## config.mk

```make
export PLATFORM = sky130hd
export DESIGN_NAME = layer_scheduler
export DESIGN_NICKNAME = d
export VERILOG_FILES = /design/src/rtl/layer_pkg.sv /design/src/rtl/layer_mac_lanes.sv /design/src/rtl/layer_scheduler.sv
export SDC_FILE = /design/constraint.sdc
export NUM_CORES = 1
export LEC_CHECK = 0
export ABC_CLOCK_PERIOD_IN_PS = 7200
export BUFFER_PORTS_ARGS = -buffer_cell sky130_fd_sc_hd__buf_2
export CAP_MARGIN = 20
export CELL_PAD_IN_SITES_DETAIL_PLACEMENT = 1
export CELL_PAD_IN_SITES_GLOBAL_PLACEMENT = 2
export CORE_MARGIN = 2
export CORE_UTILIZATION = 23
export CTS_BUF_LIST = sky130_fd_sc_hd__clkbuf_2
export CTS_CLUSTER_DIAMETER = 60
export DETAILED_ROUTE_END_ITERATION = 10
export GPL_TIMING_DRIVEN = 0
export MAX_ROUTING_LAYER = met4
export PLACE_DENSITY = 0.53
export SLEW_MARGIN = 25
export SYNTH_ARGS = -nofsm -noshare
export SYNTH_HDL_FRONTEND = slang
export SYNTH_SLANG_ARGS = --single-unit
```

## constraint.sdc

```tcl
create_clock -name CLK -period 7.2 [get_ports CLK]
set_clock_uncertainty 0.15 [all_clocks]
set_input_delay 0.36 -clock CLK [delete_from_list [all_inputs] [get_ports CLK]]
set_output_delay 0.36 -clock CLK [all_outputs]
set_load 0.01 [all_outputs]
```

## src/rtl/layer_pkg.sv

```systemverilog
// Shared types and sizing helpers for the layer scheduler and its MAC datapath.
// Contents:
//   state_t      - scheduler FSM states
//   DRAIN_CYCLES - cycles spent flushing the MAC pipeline after the last read
//   chunks_of()  - number of LANES-wide chunks in one neuron's input vector
//   addr_w()     - address width for a memory of a given depth (never below 1)
package layer_pkg;

  typedef enum logic [2:0] {
    IDLE   = 3'd0,
    RUN    = 3'd1,
    DRAIN  = 3'd2,
    BIAS   = 3'd3,
    OUTPUT = 3'd4
  } state_t;

  localparam int unsigned DRAIN_CYCLES = 2;

  // Number of chunks (CHUNKS) read per neuron.
  function automatic int unsigned chunks_of(input int unsigned num_inputs,
                                            input int unsigned lanes);
    return num_inputs / lanes;
  endfunction

  // clog2 of the depth, kept at least 1 so ports never collapse to zero width.
  function automatic int unsigned addr_w(input int unsigned depth);
    return (depth > 1) ? $clog2(depth) : 1;
  endfunction

endpackage

```

## src/rtl/layer_mac_lanes.sv

```systemverilog
// LANES-wide unsigned multiply, registered adder tree and wrapping accumulator.
// Ports:
//   clk, rst  - clock, asynchronous active-high reset
//   clr       - clear the accumulator at the next edge
//   rd_en     - read strobe issued this cycle; its data arrives next cycle
//   in_data   - input chunk, lane i at [i*W +: W]
//   w_data    - weight chunk, same packing
//   acc       - running accumulator (BIAS_WIDTH, two's-complement wrap)
module layer_mac_lanes
  import layer_pkg::*;
#(
  parameter int unsigned WEIGHTS_WIDTH = 8,
  parameter int unsigned BIAS_WIDTH    = 32,
  parameter int unsigned LANES         = 4
) (
  input  logic                           clk,
  input  logic                           rst,
  input  logic                           clr,
  input  logic                           rd_en,
  input  logic [LANES*WEIGHTS_WIDTH-1:0] in_data,
  input  logic [LANES*WEIGHTS_WIDTH-1:0] w_data,
  output logic [BIAS_WIDTH-1:0]          acc
);

  localparam int unsigned PW = 2 * WEIGHTS_WIDTH;

  logic                  dat_vld;
  logic                  tree_vld;
  logic [BIAS_WIDTH-1:0] tree_sum;
  logic [BIAS_WIDTH-1:0] tree_sum_c;

  // Unsigned lane products, zero-extended, summed across lanes.
  always_comb begin
    tree_sum_c = '0;
    for (int i = 0; i < int'(LANES); i++) begin
      tree_sum_c = tree_sum_c + BIAS_WIDTH'(
        PW'(in_data[i*WEIGHTS_WIDTH +: WEIGHTS_WIDTH]) *
        PW'(w_data[i*WEIGHTS_WIDTH +: WEIGHTS_WIDTH]));
    end
  end

  // dat_vld marks the cycle the memory data is on the bus; tree_vld the cycle after.
  always_ff @(posedge clk or posedge rst) begin
    if (rst) begin
      dat_vld  <= 1'b0;
      tree_vld <= 1'b0;
      tree_sum <= '0;
      acc      <= '0;
    end else begin
      dat_vld  <= rd_en;
      tree_vld <= dat_vld;
      tree_sum <= tree_sum_c;
      if (clr) begin
        acc <= '0;
      end else if (tree_vld) begin
        acc <= acc + tree_sum;
      end
    end
  end

endmodule

```

## src/rtl/layer_scheduler.sv

```systemverilog
// Sequences one fully-connected layer: streams input/weight chunks through the
// MAC lanes, adds the bias, applies optional ReLU and hands each neuron result
// downstream with a valid/ready handshake.
// Ports:
//   CLK, RESET            - clock, asynchronous active-high reset
//   START                 - begin a layer (honoured only when idle)
//   RD_EN                 - memory read strobe (1-cycle read latency)
//   IN_ADDR/W_ADDR        - input and weight chunk addresses
//   BIAS_ADDR             - bias address (current neuron)
//   IN_DATA/W_DATA        - chunk data, lane i at [i*W +: W]
//   BIAS_DATA             - signed bias
//   OUT_VALID/OUT_READY   - result handshake
//   OUT_DATA/OUT_INDEX    - neuron result and its neuron number
//   BUSY                  - high whenever not idle
//   DONE                  - one-cycle pulse after the last result is accepted
module layer_scheduler
  import layer_pkg::*;
#(
  parameter int unsigned WEIGHTS_WIDTH = 8,
  parameter int unsigned BIAS_WIDTH    = 32,
  parameter int unsigned LANES         = 4,
  parameter int unsigned NUM_INPUTS    = 784,
  parameter int unsigned NUM_NEURONS   = 32,
  parameter int unsigned RELU          = 1
) (
  input  logic                                            CLK,
  input  logic                                            RESET,
  input  logic                                            START,
  output logic                                            RD_EN,
  output logic [addr_w(NUM_INPUTS/LANES)-1:0]             IN_ADDR,
  output logic [addr_w(NUM_NEURONS*NUM_INPUTS/LANES)-1:0] W_ADDR,
  output logic [addr_w(NUM_NEURONS)-1:0]                  BIAS_ADDR,
  input  logic [LANES*WEIGHTS_WIDTH-1:0]                  IN_DATA,
  input  logic [LANES*WEIGHTS_WIDTH-1:0]                  W_DATA,
  input  logic [BIAS_WIDTH-1:0]                           BIAS_DATA,
  output logic                                            OUT_VALID,
  input  logic                                            OUT_READY,
  output logic [BIAS_WIDTH-1:0]                           OUT_DATA,
  output logic [addr_w(NUM_NEURONS)-1:0]                  OUT_INDEX,
  output logic                                            BUSY,
  output logic                                            DONE
);

  localparam int unsigned CHUNKS = chunks_of(NUM_INPUTS, LANES);
  localparam int unsigned IAW    = addr_w(CHUNKS);
  localparam int unsigned WAW    = addr_w(NUM_NEURONS * CHUNKS);
  localparam int unsigned NW     = addr_w(NUM_NEURONS);

  localparam logic [IAW-1:0] LAST_CHUNK  = IAW'(CHUNKS - 1);
  localparam logic [NW-1:0]  LAST_NEURON = NW'(NUM_NEURONS - 1);

  if (NUM_INPUTS % LANES != 0) begin : g_bad_lanes
    $error("layer_scheduler: NUM_INPUTS must be a multiple of LANES");
  end

  state_t                state;
  logic [NW-1:0]         neuron;
  logic                  drain_cnt;
  logic                  first_q;
  logic [BIAS_WIDTH-1:0] bias_q;
  logic [BIAS_WIDTH-1:0] acc;
  logic [BIAS_WIDTH-1:0] biased_c;
  logic [BIAS_WIDTH-1:0] result_c;
  logic                  acc_clr_c;

  assign BIAS_ADDR = neuron;

  // Accumulator restarts on every layer start and every accepted result.
  assign acc_clr_c = ((state == IDLE) && START) || ((state == OUTPUT) && OUT_READY);

  assign biased_c = acc + bias_q;
  assign result_c = ((RELU != 0) && biased_c[BIAS_WIDTH-1]) ? '0 : biased_c;

  layer_mac_lanes #(
    .WEIGHTS_WIDTH (WEIGHTS_WIDTH),
    .BIAS_WIDTH    (BIAS_WIDTH),
    .LANES         (LANES)
  ) u_mac (
    .clk     (CLK),
    .rst     (RESET),
    .clr     (acc_clr_c),
    .rd_en   (RD_EN),
    .in_data (IN_DATA),
    .w_data  (W_DATA),
    .acc     (acc)
  );

  // The bias read goes out with the first chunk; its data lands one cycle later.
  always_ff @(posedge CLK or posedge RESET) begin
    if (RESET) begin
      first_q <= 1'b0;
      bias_q  <= '0;
    end else begin
      first_q <= (state == RUN) && (IN_ADDR == '0);
      if (first_q) begin
        bias_q <= BIAS_DATA;
      end
    end
  end

  // Scheduler FSM with registered outputs.
  always_ff @(posedge CLK or posedge RESET) begin
    if (RESET) begin
      state     <= IDLE;
      neuron    <= '0;
      drain_cnt <= 1'b0;
      RD_EN     <= 1'b0;
      IN_ADDR   <= '0;
      W_ADDR    <= '0;
      OUT_VALID <= 1'b0;
      OUT_DATA  <= '0;
      OUT_INDEX <= '0;
      BUSY      <= 1'b0;
      DONE      <= 1'b0;
    end else begin
      DONE <= 1'b0;
      case (state)
        IDLE: begin
          if (START) begin
            neuron  <= '0;
            IN_ADDR <= '0;
            W_ADDR  <= '0;
            RD_EN   <= 1'b1;
            BUSY    <= 1'b1;
            state   <= RUN;
          end
        end
        RUN: begin
          if (IN_ADDR == LAST_CHUNK) begin
            RD_EN     <= 1'b0;
            drain_cnt <= 1'b0;
            state     <= DRAIN;
          end else begin
            IN_ADDR <= IN_ADDR + IAW'(1);
            W_ADDR  <= W_ADDR + WAW'(1);
          end
        end
        DRAIN: begin
          if (drain_cnt == 1'(DRAIN_CYCLES - 1)) begin
            state <= BIAS;
          end else begin
            drain_cnt <= 1'b1;
          end
        end
        BIAS: begin
          OUT_DATA  <= result_c;
          OUT_INDEX <= neuron;
          OUT_VALID <= 1'b1;
          state     <= OUTPUT;
        end
        OUTPUT: begin
          if (OUT_READY) begin
            OUT_VALID <= 1'b0;
            if (neuron == LAST_NEURON) begin
              DONE  <= 1'b1;
              BUSY  <= 1'b0;
              state <= IDLE;
            end else begin
              // Weight chunks of consecutive neurons are contiguous.
              neuron  <= neuron + NW'(1);
              IN_ADDR <= '0;
              W_ADDR  <= W_ADDR + WAW'(1);
              RD_EN   <= 1'b1;
              state   <= RUN;
            end
          end
        end
        default: state <= IDLE;
      endcase
    end
  end

endmodule
```

==> results.tsv <==
stage	metric	value	unit
outcome	outcome	complete, but fails checks	
outcome	violations	setup timing	
worst_setup_path	cp_slowest_cell	fa_1	
worst_setup_path	reg2reg_depth	10	
layout	fill_cells	9043	
worst_setup_path	r2r_start	u_mac.acc[0]$_DFFE_PP0P_	
synthesis	synth_cell_types	72	
placement	gp_congestion	0.783	
min_path	min_path_type	input pin to register	
worst_setup_path	crit_top_cell	fa_1	
worst_setup_path	critPathLaunch	IN_DATA[3]	
detailed_routing	firstDrtPassIters	4	
placement	placed_area	20500	um^2
layout	final_common_cell	inv_1	
synthesis	netlist_instances	1909	
synthesis	yosys.area.top_type_share	23.5	%
worst_setup_path	startpoint_type	input pin	
clock_network	cts_made_buffers	17	
synthesis	dominantRegCellSynth	dfrtp_1	
layout	final_core_util	28.1	%
timing	rsz0062_at_grt	true	
detailed_routing	drt-vias-per-instance	4.35	
synthesis	synth_edf_count	0	
worst_setup_path	r2r-end	OUT_DATA[30]$_DFFE_PP0P_	
floorplan	die_x	284	um
timing	postLayoutSetupSlackWorst	-0.138	ns
floorplan	dieArea	80600	um^2
synthesis	synth_top_area_cell	fa_1	
synthesis	ys_seq_area_share	21.7	%
worst_setup_path	end_kind	register	
worst_setup_path	worst_ep_required_time	7.79	ns
detailed_routing	drtIter0Drc	423	
layout	area_growth_syn_to_layout	20.8	%
clock_network	clk_path_buf_depth	2	
timing	min_period	7.34	ns
worst_setup_path	cp_slowest_stage_delay	0.57	ns
floorplan	core	77500	um^2
min_path	hp-start	BIAS_DATA[15]	
timing	worst_pin_slew	0.956	ns
worst_setup_path	worstPathArrival	7.93	ns
global_routing	grt_max_degree	63	
floorplan	io_pins	167	
layout	final_nets	2656	
global_routing	grtUsageMet2	24.1	%
timing	hold_violations	0	
global_routing	grt.total_usage	14.2	%
global_routing	grt.busiest_layer	met2	
global_routing	grt_pass1_wl	88100	um
worst_setup_path	r2r_slack	3.80	ns
floorplan	placementRows	102	
layout	layout_common_cells	inv_1 (286), fa_1 (205), nand2_1 (181), ha_1 (170), dfrtp_1 (156)	
detailed_routing	wire_per_inst	17.1	um
floorplan	initial_utilization	23.3	%
global_routing	use_met1	18.5	%
synthesis	avgSynthCellArea	9.44	um^2
synthesis	async_reset_ff_share	100	%
synthesis	synth-seq-cells	156	
clock_network	htree_num_levels	4	
timing	period_share	102	%
clock_network	ctsRootBufferMaster	clkbuf_2	
synthesis	synth_fp_nets	2413	
clock_network	cts_tree	built	
detailed_routing	num_vias	14000	
layout	drive_gt1_share	17.1	%
detailed_routing	ant_nets	0	
clock_network	clk_pin_slew	0.28	ns
timing	fmax	136	MHz
detailed_routing	wl	54700	um
worst_setup_path	crit_fanout	8	
min_path	hold_depth	3	
synthesis	netlist_area	18000	um^2
floorplan	die_h	284	um
global_routing	antenna_found_initial	3	
layout	fin_area	21800	um^2
timing	relSlewSlack	36.0	%
synthesis	yosys-top-cells-area	fa_1 (24%), dfrtp_1 (22%), ha_1 (13%)	
worst_setup_path	worstSetupPathType	input pin to register	
placement	dp_hpwl	46900	um
detailed_routing	drc_errors	0	
timing	maxSlewViolCount	0	
global_routing	grt_pass1_vias	15500	
clock_network	cts_sinks	156	
global_routing	grtUsageMet3	1.05	%
placement	io_buffers	164	
flow_run	maxCapViolations	0	
min_path	holdPathEnd	bias_q[15]$_DFFE_PP0P_	
clock_network	clkLatencyLatePin	0.85	ns
synthesis	yosys_warnings	0	
timing	setup_violations	3	
global_routing	gr-total-overflow	0	
-- registers in the layout, indices dropped and copies added (netlist names) --
register and cells:
bias_q 32, u_mac.acc 32, OUT_DATA 31, u_mac.tree_sum 19, W_ADDR 13, IN_ADDR 8, BIAS_ADDR 5, OUT_INDEX 5
state 3, BUSY 1, DONE 1, OUT_VALID 1, RD_EN 1, drain_cnt 1, first_q 1, u_mac.dat_vld 1
u_mac.tree_vld 1
-- per-stage QoR --
stage                     setup slack (ns)  hold WS [ns]  std cells  setup TNS, ns
after detailed placement             -1.46         0.190       3115         -12.68
after floorplan                     -0.370         0.181       1909          -1.57
after global routing                -0.298        0.0469       3208          -1.02
final                               -0.138         0.132       3208         -0.285
after global placement               -1.45         0.191       3113         -12.04
after CTS                          -0.0875       0.00130       3202         -0.139
-- synth_stat cells, types with 7 or more instances --
library cell  count
mux2i_1          14
and2_1          163
clkbuf_1         32
o31ai_1          32
nor2b_1          14
or3_1            20
o21ai_0          46
mux2_2           36
inv_1           294
a31oi_1           8
fa_1            212
dfrtp_1         156
nor3_1           13
o21a_1            7
ha_1            192
and3_1           20
nand2_1         183
nand2b_1         10
nor2_1           94
nand4_1          17
a21o_1           32
xnor2_1          35
a211oi_1         12
xor2_1           48
or2_2             8
a21oi_1          66
nand3_1          37
-- layout make-up --
type,instances,area (um^2),area share [%]
Inverter,294,1110,5.10
Buffer,42,213,0.977
Sequential cell,156,3900,17.9
Multi-Input combinational cell,1415,13400,61.6
Timing Repair Buffer,226,1580,7.23
Clock inverter,14,161,0.741
Clock buffer,18,90.1,0.414
Antenna cell,3,7.51,0.0345
Tap cell,1040,1300,5.97
-- per-layer routing --
metal	vias to the layer above	wire [um]
li1	6738	-
met1	7019	25500
met2	154	27500
met3	48	889
met4	0	832
met5	-	0
-- logic make-up (layout without fill, tap and decap cells) --
logic type / count (synthesis) / in the layout / synth area share (%)
adders and majority gates: 404 / 404 / 36.9
DFF: 156 / 156 / 21.7
xor gates and xnor gates: 83 / 83 / 4.03
muxes: 50 / 50 / 3.03
and+or+nand+nor: 605 / 605 / 17.1
other: 1 / 4 / 0.0208
buffers and inverters: 338 / 594 / 7.17
AOI/OAI and AO/OA: 272 / 272 / 10.1
-- worst max-delay path by stage --
stage	end	slack, ns	depth (start not counted)
floorplan	u_mac.tree_sum[17]$_DFF_PP0_	-0.37	26
global placement	u_mac.tree_sum[15]$_DFF_PP0_	-1.45	29
detailed placement	u_mac.tree_sum[15]$_DFF_PP0_	-1.46	29
CTS	u_mac.tree_sum[17]$_DFF_PP0_	-0.09	28
global route	u_mac.tree_sum[15]$_DFF_PP0_	-0.30	28
finish	u_mac.tree_sum[17]$_DFF_PP0_	-0.14	28
-- worst max-delay path: cells and delay by family --
| kind | cells | cell delay, ns |
|---|---|---|
| xor+xnor | 1 | 0.22 |
| buf+inv | 6 | 0.50 |
| fa+ha+maj | 12 | 5.30 |
| compound gates | 3 | 0.33 |
| simple gates | 6 | 1.22 |
-- timing repair --
item                                    4_1_cts  5_1_grt
hold buffers                                 41        0
endpoints found under the setup margin        8       10
pin swaps                                    43       36
gates resized for setup                      63       48
endpoints found under the hold margin       203        0
setup buffers                                15        4
Power is not shown: default switching activity piles up to over one toggle a cycle in this logic, so the estimate is an artifact.
